[src/rtl/vpq_stats_pkg.sv]
// Shared constants and helpers for the per-port VPQ delay statistics engine.
// Widths up to 64 bits are supported by the helpers below.
package vpq_stats_pkg;

    localparam logic [63:0] MIN_INIT = '1;

    function automatic int clog2(input int value);
        int res;
        res = 0;
        while ((1 << res) < value) begin
            res = res + 1;
        end
        return (res == 0) ? 1 : res;
    endfunction

    // Unsigned add of two zero-extended operands, clamped to all-ones of width w.
    function automatic logic [63:0] sat_add(
        input logic [63:0] a,
        input logic [63:0] b,
        input int          w
    );
        logic [64:0] sum;
        logic [64:0] lim;
        sum = {1'b0, a} + {1'b0, b};
        lim = (65'd1 << w) - 65'd1;
        return (sum > lim) ? lim[63:0] : sum[63:0];
    endfunction

endpackage

[src/rtl/vpq_prio_stat_lane.sv]
// One priority class: live counters, delay min/max/sum and snapshot copy.
// Strobes arriving here are already validated as belonging to this class.
module vpq_prio_stat_lane
    import vpq_stats_pkg::*;
#(
    parameter int WIDTH     = 32,
    parameter int SUM_WIDTH = 64
) (
    input  logic                 clk,
    input  logic                 reset,
    input  logic                 wr,
    input  logic                 rd,
    input  logic [WIDTH-1:0]     delay,
    input  logic                 snap,
    input  logic                 clear,
    output logic [WIDTH-1:0]     snap_cnt_in,
    output logic [WIDTH-1:0]     snap_cnt_out,
    output logic [WIDTH-1:0]     snap_min,
    output logic [WIDTH-1:0]     snap_max,
    output logic [SUM_WIDTH-1:0] snap_sum,
    output logic [WIDTH-1:0]     snap_backlog,
    output logic                 underflow
);

    localparam logic [WIDTH-1:0] MIN_RST = MIN_INIT[WIDTH-1:0];

    logic [WIDTH-1:0]     cnt_in;
    logic [WIDTH-1:0]     cnt_out;
    logic [WIDTH-1:0]     min_d;
    logic [WIDTH-1:0]     max_d;
    logic [SUM_WIDTH-1:0] sum_d;
    logic [WIDTH-1:0]     backlog;

    logic [WIDTH-1:0]     nxt_cnt_in;
    logic [WIDTH-1:0]     nxt_cnt_out;
    logic [WIDTH-1:0]     nxt_min;
    logic [WIDTH-1:0]     nxt_max;
    logic [SUM_WIDTH-1:0] nxt_sum;
    logic [WIDTH-1:0]     nxt_backlog;

    logic [63:0] inc_in;
    logic [63:0] inc_out;
    logic [63:0] inc_bl;
    logic [63:0] add_sum;

    assign underflow = rd && (backlog == '0);

    // Live state after applying this cycle's events.
    always_comb begin
        inc_in      = sat_add(64'(cnt_in), 64'd1, WIDTH);
        inc_out     = sat_add(64'(cnt_out), 64'd1, WIDTH);
        inc_bl      = sat_add(64'(backlog), 64'd1, WIDTH);
        add_sum     = sat_add(64'(sum_d), 64'(delay), SUM_WIDTH);
        nxt_cnt_in  = cnt_in;
        nxt_cnt_out = cnt_out;
        nxt_min     = min_d;
        nxt_max     = max_d;
        nxt_sum     = sum_d;
        nxt_backlog = backlog;
        if (wr) begin
            nxt_cnt_in = inc_in[WIDTH-1:0];
        end
        if (rd) begin
            nxt_cnt_out = inc_out[WIDTH-1:0];
            nxt_sum     = add_sum[SUM_WIDTH-1:0];
            if (delay < min_d) begin
                nxt_min = delay;
            end
            if (delay > max_d) begin
                nxt_max = delay;
            end
        end
        if (wr && !rd) begin
            nxt_backlog = inc_bl[WIDTH-1:0];
        end else if (rd && !wr && backlog != '0) begin
            nxt_backlog = backlog - 1'b1;
        end
    end

    // Live registers; a clearing snapshot restarts all but the backlog.
    always_ff @(posedge clk) begin
        if (reset) begin
            cnt_in  <= '0;
            cnt_out <= '0;
            min_d   <= MIN_RST;
            max_d   <= '0;
            sum_d   <= '0;
            backlog <= '0;
        end else if (snap && clear) begin
            cnt_in  <= '0;
            cnt_out <= '0;
            min_d   <= MIN_RST;
            max_d   <= '0;
            sum_d   <= '0;
            backlog <= nxt_backlog;
        end else begin
            cnt_in  <= nxt_cnt_in;
            cnt_out <= nxt_cnt_out;
            min_d   <= nxt_min;
            max_d   <= nxt_max;
            sum_d   <= nxt_sum;
            backlog <= nxt_backlog;
        end
    end

    // Snapshot captures the live state including the snap cycle's events.
    always_ff @(posedge clk) begin
        if (reset) begin
            snap_cnt_in  <= '0;
            snap_cnt_out <= '0;
            snap_min     <= MIN_RST;
            snap_max     <= '0;
            snap_sum     <= '0;
            snap_backlog <= '0;
        end else if (snap) begin
            snap_cnt_in  <= nxt_cnt_in;
            snap_cnt_out <= nxt_cnt_out;
            snap_min     <= nxt_min;
            snap_max     <= nxt_max;
            snap_sum     <= nxt_sum;
            snap_backlog <= nxt_backlog;
        end
    end

endmodule

[src/rtl/vpq_delay_monitor.sv]
// Per-port queueing statistics: one lane per priority class plus
// strobe validation, sticky error flag and snapshot readout mux.
module vpq_delay_monitor
    import vpq_stats_pkg::*;
#(
    parameter int PRIORITY  = 4,
    parameter int LOGP      = clog2(PRIORITY),
    parameter int WIDTH     = 32,
    parameter int SUM_WIDTH = 64
) (
    input  logic                 clk,
    input  logic                 reset,
    input  logic                 i_wr,
    input  logic [PRIORITY-1:0]  i_wr_priority,
    input  logic                 i_rd,
    input  logic [PRIORITY-1:0]  i_rd_priority,
    input  logic [WIDTH-1:0]     i_data,
    input  logic [WIDTH-1:0]     i_now,
    input  logic                 i_snap,
    input  logic                 i_clear_on_snap,
    input  logic [LOGP-1:0]      i_rd_sel,
    output logic                 o_snap_valid,
    output logic [WIDTH-1:0]     o_cnt_in,
    output logic [WIDTH-1:0]     o_cnt_out,
    output logic [WIDTH-1:0]     o_min_delay,
    output logic [WIDTH-1:0]     o_max_delay,
    output logic [SUM_WIDTH-1:0] o_sum_delay,
    output logic [WIDTH-1:0]     o_backlog,
    output logic                 o_err
);

    logic [WIDTH-1:0] delay;
    logic             wr_ok;
    logic             rd_ok;
    logic             wr_bad;
    logic             rd_bad;
    logic             err_hit;

    logic [PRIORITY-1:0] lane_wr;
    logic [PRIORITY-1:0] lane_rd;
    logic [PRIORITY-1:0] lane_uf;

    logic [WIDTH-1:0]     s_cnt_in  [PRIORITY];
    logic [WIDTH-1:0]     s_cnt_out [PRIORITY];
    logic [WIDTH-1:0]     s_min     [PRIORITY];
    logic [WIDTH-1:0]     s_max     [PRIORITY];
    logic [SUM_WIDTH-1:0] s_sum     [PRIORITY];
    logic [WIDTH-1:0]     s_backlog [PRIORITY];

    logic [31:0] sel_ext;

    // Unsigned subtraction absorbs a wrap of the free-running clock.
    assign delay = i_now - i_data;

    assign wr_ok  = i_wr && $onehot(i_wr_priority);
    assign rd_ok  = i_rd && $onehot(i_rd_priority);
    assign wr_bad = i_wr && !$onehot(i_wr_priority);
    assign rd_bad = i_rd && !$onehot(i_rd_priority);

    assign lane_wr = wr_ok ? i_wr_priority : '0;
    assign lane_rd = rd_ok ? i_rd_priority : '0;

    assign err_hit = wr_bad || rd_bad || (|lane_uf);

    for (genvar k = 0; k < PRIORITY; k++) begin : g_lane
        vpq_prio_stat_lane #(
            .WIDTH     (WIDTH),
            .SUM_WIDTH (SUM_WIDTH)
        ) u_lane (
            .clk          (clk),
            .reset        (reset),
            .wr           (lane_wr[k]),
            .rd           (lane_rd[k]),
            .delay        (delay),
            .snap         (i_snap),
            .clear        (i_clear_on_snap),
            .snap_cnt_in  (s_cnt_in[k]),
            .snap_cnt_out (s_cnt_out[k]),
            .snap_min     (s_min[k]),
            .snap_max     (s_max[k]),
            .snap_sum     (s_sum[k]),
            .snap_backlog (s_backlog[k]),
            .underflow    (lane_uf[k])
        );
    end

    // Snapshot-done pulse and sticky error flag.
    always_ff @(posedge clk) begin
        if (reset) begin
            o_snap_valid <= 1'b0;
            o_err        <= 1'b0;
        end else begin
            o_snap_valid <= i_snap;
            o_err        <= o_err || err_hit;
        end
    end

    assign sel_ext = 32'(i_rd_sel);

    // Readout mux; a selector past the last class reads zeros.
    always_comb begin
        o_cnt_in    = '0;
        o_cnt_out   = '0;
        o_min_delay = '0;
        o_max_delay = '0;
        o_sum_delay = '0;
        o_backlog   = '0;
        for (int k = 0; k < PRIORITY; k++) begin
            if (sel_ext == 32'(k)) begin
                o_cnt_in    = s_cnt_in[k];
                o_cnt_out   = s_cnt_out[k];
                o_min_delay = s_min[k];
                o_max_delay = s_max[k];
                o_sum_delay = s_sum[k];
                o_backlog   = s_backlog[k];
            end
        end
    end

endmodule

[config.mk]
export PLATFORM = sky130hd
export DESIGN_NAME = vpq_delay_monitor
export DESIGN_NICKNAME = d
export VERILOG_FILES = /design/src/rtl/vpq_stats_pkg.sv /design/src/rtl/vpq_prio_stat_lane.sv /design/src/rtl/vpq_delay_monitor.sv
export SDC_FILE = /design/constraint.sdc
export NUM_CORES = 2
export LEC_CHECK = 0
export CORE_MARGIN = 5
export CORE_UTILIZATION = 40
export CTS_BUF_LIST = sky130_fd_sc_hd__clkbuf_8
export DETAILED_ROUTE_END_ITERATION = 12
export GPL_TIMING_DRIVEN = 0
export PLACE_DENSITY = 0.57
export SETUP_SLACK_MARGIN = 0.5
export SYNTH_ARGS = -nofsm -noshare
export SYNTH_HDL_FRONTEND = slang
export SYNTH_SLANG_ARGS = --single-unit
[constraint.sdc]
create_clock -name clk -period 16.8 [get_ports clk]
set_input_delay 1.68 -clock clk [delete_from_list [all_inputs] [get_ports clk]]
set_output_delay 1.68 -clock clk [all_outputs]
set_load 0.05 [all_outputs]
Yosys cells after proc, flatten, opt, wreduce, memory -nomap -nowiden:

Index checks and enable logic that the tools add are counted.

* word-level logic and storage cells: 229
* bits in registers: 1794
* input bits: 80
* output and inout bits: 226

* $lt $le $gt $ge: 24
* reduce and logical (&&, ||, !) cells: 45
* equality and inequality tests: 5
* muxes and demuxes: 78
* add/subtract/negate cells: 27

Operator list (number)
* $mux W32: 64
* $mux W64: 12
* $add A32 B1 Y33 const B: 12
* $gt A33 B32 Y1 const B: 12
* $add A64 B32 Y65: 4
* $gt A65 B64 Y1 const B: 4
* $logic_not A32 Y1: 5
* $gt A32 B32 Y1: 4
* $lt A32 B32 Y1: 4
* $reduce_bool A32 Y1: 4
* $sub A32 B1 Y32 const B: 4
* $sub A32 B32 Y32: 1
* $logic_and A1 B1 Y1: 21
* $logic_not A1 Y1: 10
* $add A1 B1 Y2: 4
* $mux W4: 2
* $add A2 B2 Y3: 2
* $eq A3 B1 Y1 const B: 2
* $eq A2 B2 Y1 const B: 2
* $reduce_or A4 Y1: 1
* $logic_or A1 B1 Y1: 3
* $eq A2 B1 Y1 const B: 1
* $reduce_or A2 Y1: 1

Logic depth before layout (Yosys ltp):

* depth in word-level cells: 10
* gate-level depth with buffers: 26
* gate-level depth less buffers: 24

Modules after synthesis:

A second synthesis with hierarchy kept.

* cells, all modules: 12205
* area, all modules: 102205.5 µm²

Modules (own cells, without submodules)
* vpq_prio_stat_lane (g_lane[0].u_lane ...): sequential area each 8968.6 µm², instances 2, area each 24006.8 µm², cells each 2898
* vpq_prio_stat_lane (g_lane[2].u_lane): sequential area each 8968.6 µm², instances 1, area each 23486.3 µm², cells each 2912
* vpq_prio_stat_lane (g_lane[3].u_lane): sequential area each 8968.6 µm², instances 1, area each 23327.4 µm², cells each 2908
* vpq_delay_monitor: sequential area each 40.0 µm², instances 1, area each 7378.3 µm², cells each 589

Least setup slack after synthesis:

OpenSTA, ideal clock, no wires.

* path kind: input to register
* from: input i_data[10]
* to: register g_lane[1].u_lane.snap_min[4]
* stages on the path: 21
* arrival time: 7049 ps
* buffers on the path: 2
* library setup time: 120 ps
* required time: 16680 ps
* setup slack: 9632 ps
* cells stage by stage: inv_1 ha_1 clkbuf_1 and4_1 and3_1 o211ai_1 a21oi_1 o21ai_0 o31ai_1 a21oi_1 xnor2_1 ha_1 a21o_1 a21o_1 a211oi_1 nand4_1 o31ai_1 clkbuf_1 mux2i_1 nor2_1 a211o_1

* cells in the longest elaborated chain, start to end: 4

RTL lines
* from (decl): line vpq_delay_monitor.sv:17 `input logic [WIDTH-1:0] i_data,`
* $sub A32 B32 Y32: line vpq_delay_monitor.sv:53 `assign delay = i_now - i_data;`
* $lt A32 B32 Y1: line vpq_prio_stat_lane.sv:66 `if (delay < min_d) begin`
* $mux W32: line vpq_prio_stat_lane.sv:66
* $mux W32: line vpq_prio_stat_lane.sv:63 `if (rd) begin`
* to (signal assigned): line vpq_prio_stat_lane.sv:118 `snap_min <= nxt_min;`
* to (decl): line vpq_prio_stat_lane.sv:18 `output logic [WIDTH-1:0] snap_min,`

Every way passes these cells.
A chain may end at the register's enable or synchronous reset.

Worst setup path in the final report:

* from: input i_data[10]
* to: register g_lane[0].u_lane.snap_sum[17]

* cells in the longest elaborated chain, start to end: 5

RTL lines
* $sub A32 B32 Y32 (*): line vpq_delay_monitor.sv:53
* $add A64 B32 Y65 (*): line vpq_stats_pkg.sv:24 `sum = {1'b0, a} + {1'b0, b};`
* $gt A65 B64 Y1: line vpq_stats_pkg.sv:26 `return (sum > lim) ? lim[63:0] : sum[63:0];`
* $mux W64 (*): line vpq_stats_pkg.sv:26
* $mux W64 (*): line vpq_prio_stat_lane.sv:63
* to (signal assigned): line vpq_prio_stat_lane.sv:120 `snap_sum <= nxt_sum;`
* to (decl): line vpq_prio_stat_lane.sv:20 `output logic [SUM_WIDTH-1:0] snap_sum,`

Every way passes the cells marked *; elsewhere a longest branch is shown, timed or not.

==> results.txt <==
----------------------------------------------------
[Power and ir drop]
  Worst ir drop on vdd ... 0.0702 mV
  Leakage dissipation ... 43.8 nW
  Pwr/cell area ... 106 nW/um^2

[Timing]
  Max Slew Vio Count ... 210
  FMAX ... 108 MHz
  Fin crit share ... 54.9%
  Worst clock skew ... 0.0966 ns
  Hold slack final ... 0.450 ns
  Setup repair after global routing missed its margin ... false
  Final sum of negative setup slack ... 0 ns
  Final hold violation count ... 0
  Final Setup Violations ... 0
  Period minus WS final ... 9.23 ns
  Actual transition at the worst max-transition pin ... 1.60 ns
  Worst rel slew slack ... -6.50%

[Setup path]
  Worst stage delay on the critical path ... 0.87 ns
  Cell family with most CP delay ... compound AO/OA/AOI/OAI gates
  Critical path required time ... 17.71 ns
  Buffer and inverter count on the worst path ... 7
  Cell with the largest stage delay on the worst path ... clkbuf_1
  Series of cell instances along the critical path ... clkdlybuf4s50_1 > inv_1 > ha_1 > clkbuf_1 > and4_1 > and3_1 > nand3_1 > a211o_1 > a211o_1 > and2_1 > o21ai_0 > o211a_1 > clkinv_2 > ha_1 > clkbuf_1 > nand3_1 > nor2_1 > a221o_1 > clkbuf_1 > o21bai_1 > clkbuf_1 > a31oi_1 > mux2i_1 > nor2_1
  Critical Setup Path Class ... in2reg
  Maximum net fanout on the critical path ... 19
  Type of element launching the critical path ... input pin
  Critical path endpoint category ... flop
  Endpoint arrival time on the critical path ... 10.14 ns
  Most repeated library cell on the critical path ... clkbuf_1

[CTS]
  Post-CTS Repair Setup Buffers ... 0
  Clock buffer count from CTS ... 345
  CTS HTree Levels ... 5
  Post-cts hold buffer count ... 0
  Number of gates resized after cts ... 0
  TritonCTS clock tree ... yes
  Clock root buffer master ... clkbuf_8
  Clock latency on the worst-skew pair ... 1.15 ns
  Clk sink count ... 1,794
  Clk pin slew, worst setup/hold paths ... 0.06 ns
  Max Buffers Root-to-Sink ... 4

[Drt]
  WL per Instance ... 32.8 um
  Number of DRC markers in iteration 0 ... 11,800
  ANT nets after route ... 0
  Number of optimization iterations in the first detailed-route pass ... 8
  Total number of vias ... 101,000
  Overall routed net length ... 527,000 um
  DRC Markers ... 0
  Mean number of vias per cell ... 6.31

[Yosys]
  Combined area of all synthesized cells ... 98,200 um^2
  Yosys cell types ... 106
  Synthesized instance count ... 11,800
  Synthesized flop and latch total ... 1,794
  Top cell type's share of synthesized area ... 36.6%
  Fraction of the yosys area taken by sequential cells ... 36.6%
  Number of synthesized flops with an enable pin ... 0
  Average instance area after synthesis ... 8.30 um^2
  Nets in the synthesized netlist ... 12,400
  Top cell type by total area after synthesis ... dfxtp_1
  Yosys warns ... 0
  Predominant post-synthesis flop cell ... dfxtp_1
  Share of async-settable or async-resettable flops after synthesis ... 0%
  Leading post-synthesis cells by cell area ... dfxtp_1, ha_1, nor2_1

[Finish]
  # fillers ... 24,300
  Area Growth Syn to Fin ... 16.4%
  Share of cells above drive strength 1 ... 9.14%
  Final net count ... 13,100
  Leading cell types in the layout, fill and taps excluded ... dfxtp_1, nor2_1, nand2_1
  Most common library cell in the layout ignoring fill and taps ... dfxtp_1

[Floorplan]
  Site row count ... 182
  DIE HEIGHT ... 506 um
  Die area ... 256,000 um^2
  Top Ports ... 306
  Die extent in x ... 506 um
  Initial core utilization ... 40.1%
  Core area ... 245,000 um^2

[Min path]
  Kind of path behind the tightest hold check ... reg2reg

[Place]
  Routability congestion estimate from global placement ... 1.02
  Number of input and output port buffers inserted ... 301
  DP HPWL ... 411,000 um

[GRT]
  All-Layer GR Usage ... 39.3%
  Antenna violations before repair ... 61
  Number of global-route vias before repair ... 95,300
  Pin count of the biggest net entering global routing ... 20
  Total grt overflow ... 0
  Global-route wire length before repair ... 724,000 um

[Run status]
  Violations in the final reports ... max-capacitance violations, max-slew violations
  Status ... finished, violations left

[Flow run]
  Max Cap Viol ... 22

----------------------------------------------------
==> metal layers <==
metal  wire length [um]  track usage, %  vias up  part of all wire [%]
met5                167               0        -                 0.032
met4              47100            29.1       24                   8.9
met3              50400            9.24     1477                   9.5
met2             226000            60.1     5657                    43
met1             204000            48.3    49600                    39
li1                   -               -    44500                     -
==> cell type report <==
type                    instances  area [um^2]  area share (%)
repair buffers                371         4290            3.75
flip-flops and latches       1794        35900            31.4
well taps                    3220         4030            3.52
clock buffers                 435         5990            5.24
multi-input cells            8752        57800            50.5
plain buffers                 817         3230            2.83
inverters                     468         1760            1.54
diodes                         47          118           0.103
clock inverters               167         1230            1.08
==> cell usage after synthesis (193+ instances only) <==
cell type / count
inv_1: 466
nand3_1: 373
and2_1: 218
clkbuf_1: 706
mux4_2: 224
a21oi_1: 819
nor3_1: 251
nand4_1: 266
mux2i_1: 251
nor2_1: 1470
a31oi_1: 193
a211oi_1: 269
dfxtp_1: 1794
nand2_1: 1008
and3_1: 203
ha_1: 455
o21ai_0: 605
==> power breakdown <==
part	leakage [nW]	total, mW	switching, mW	internal (mW)
sequential	14.6	4.58	0.156	4.42
clock	4.03	4.72	2.12	2.59
combinational	25.2	2.86	1.97	0.881
total	43.8	12.2	4.26	7.90
==> tightest hold or removal path, stage by stage, from the launching register on <==
cell and delay (ns):
dfxtp_1 0.32, nand2_1 0.04, o21ai_0 0.06
==> cell families after synthesis <==
logic type	after synthesis	share of synthesized area [%]
flip-flops	1794	36.6
adder cells (fa/ha/maj)	462	5.94
AO/OA/AOI/OAI	3037	20.0
AND/OR/NAND/NOR	4443	21.7
buffers and inverters	1285	4.97
XOR/XNOR	301	2.68
multiplexers	509	8.08
==> stage by stage <==
| step | area, um^2 | instances | power, mW | worst slack (ns) | utilization [%] |
|---|---|---|---|---|---|
| 2_1_floorplan | 98200 | 11800 | 6.15 | 9.63 | - |
| 3_3_place_gp | 105000 | 15400 | 7.27 | 4.74 | 42.9 |
| 3_5_place_dp | 107000 | 15400 | 7.43 | 6.89 | 43.6 |
| 4_1_cts | 114000 | 16000 | 12.1 | 7.98 | 46.6 |
| 5_1_grt | 114000 | 16000 | 12.5 | 7.65 | 46.6 |
| 6_report | 114000 | 16100 | 12.2 | 7.57 | 46.6 |
==> flip-flops by register name, indices dropped and copies added, names as in the netlist <==
| register | count |
|---|---|
| g_lane.u_lane.cnt_in | 128 |
| g_lane.u_lane.snap_max | 128 |
| g_lane.u_lane.max_d | 128 |
| g_lane.u_lane.cnt_out | 128 |
| o_snap_valid | 1 |
| g_lane.u_lane.snap_sum | 256 |
| g_lane.u_lane.snap_backlog | 128 |
| g_lane.u_lane.snap_cnt_in | 128 |
| o_err | 1 |
| g_lane.u_lane.min_d | 128 |
| g_lane.u_lane.snap_cnt_out | 128 |
| g_lane.u_lane.sum_d | 256 |
| g_lane.u_lane.snap_min | 128 |
| g_lane.u_lane.backlog | 128 |
==> path summary, 6_finish.rpt <==
path	from	to	slack [ns]	depth (start not counted)
hold reg to reg	g_lane[3].u_lane.snap_cnt_out[14]	g_lane[3].u_lane.snap_cnt_out[14]	0.45	2
setup reg to reg	g_lane[0].u_lane.sum_d[0]	g_lane[0].u_lane.snap_sum[26]	11.15	15
hold / removal	g_lane[3].u_lane.snap_cnt_out[14]	g_lane[3].u_lane.snap_cnt_out[14]	0.45	2
setup / recovery	i_data[10]	g_lane[0].u_lane.snap_sum[17]	7.57	24
Power figures use the tool's default switching activity.
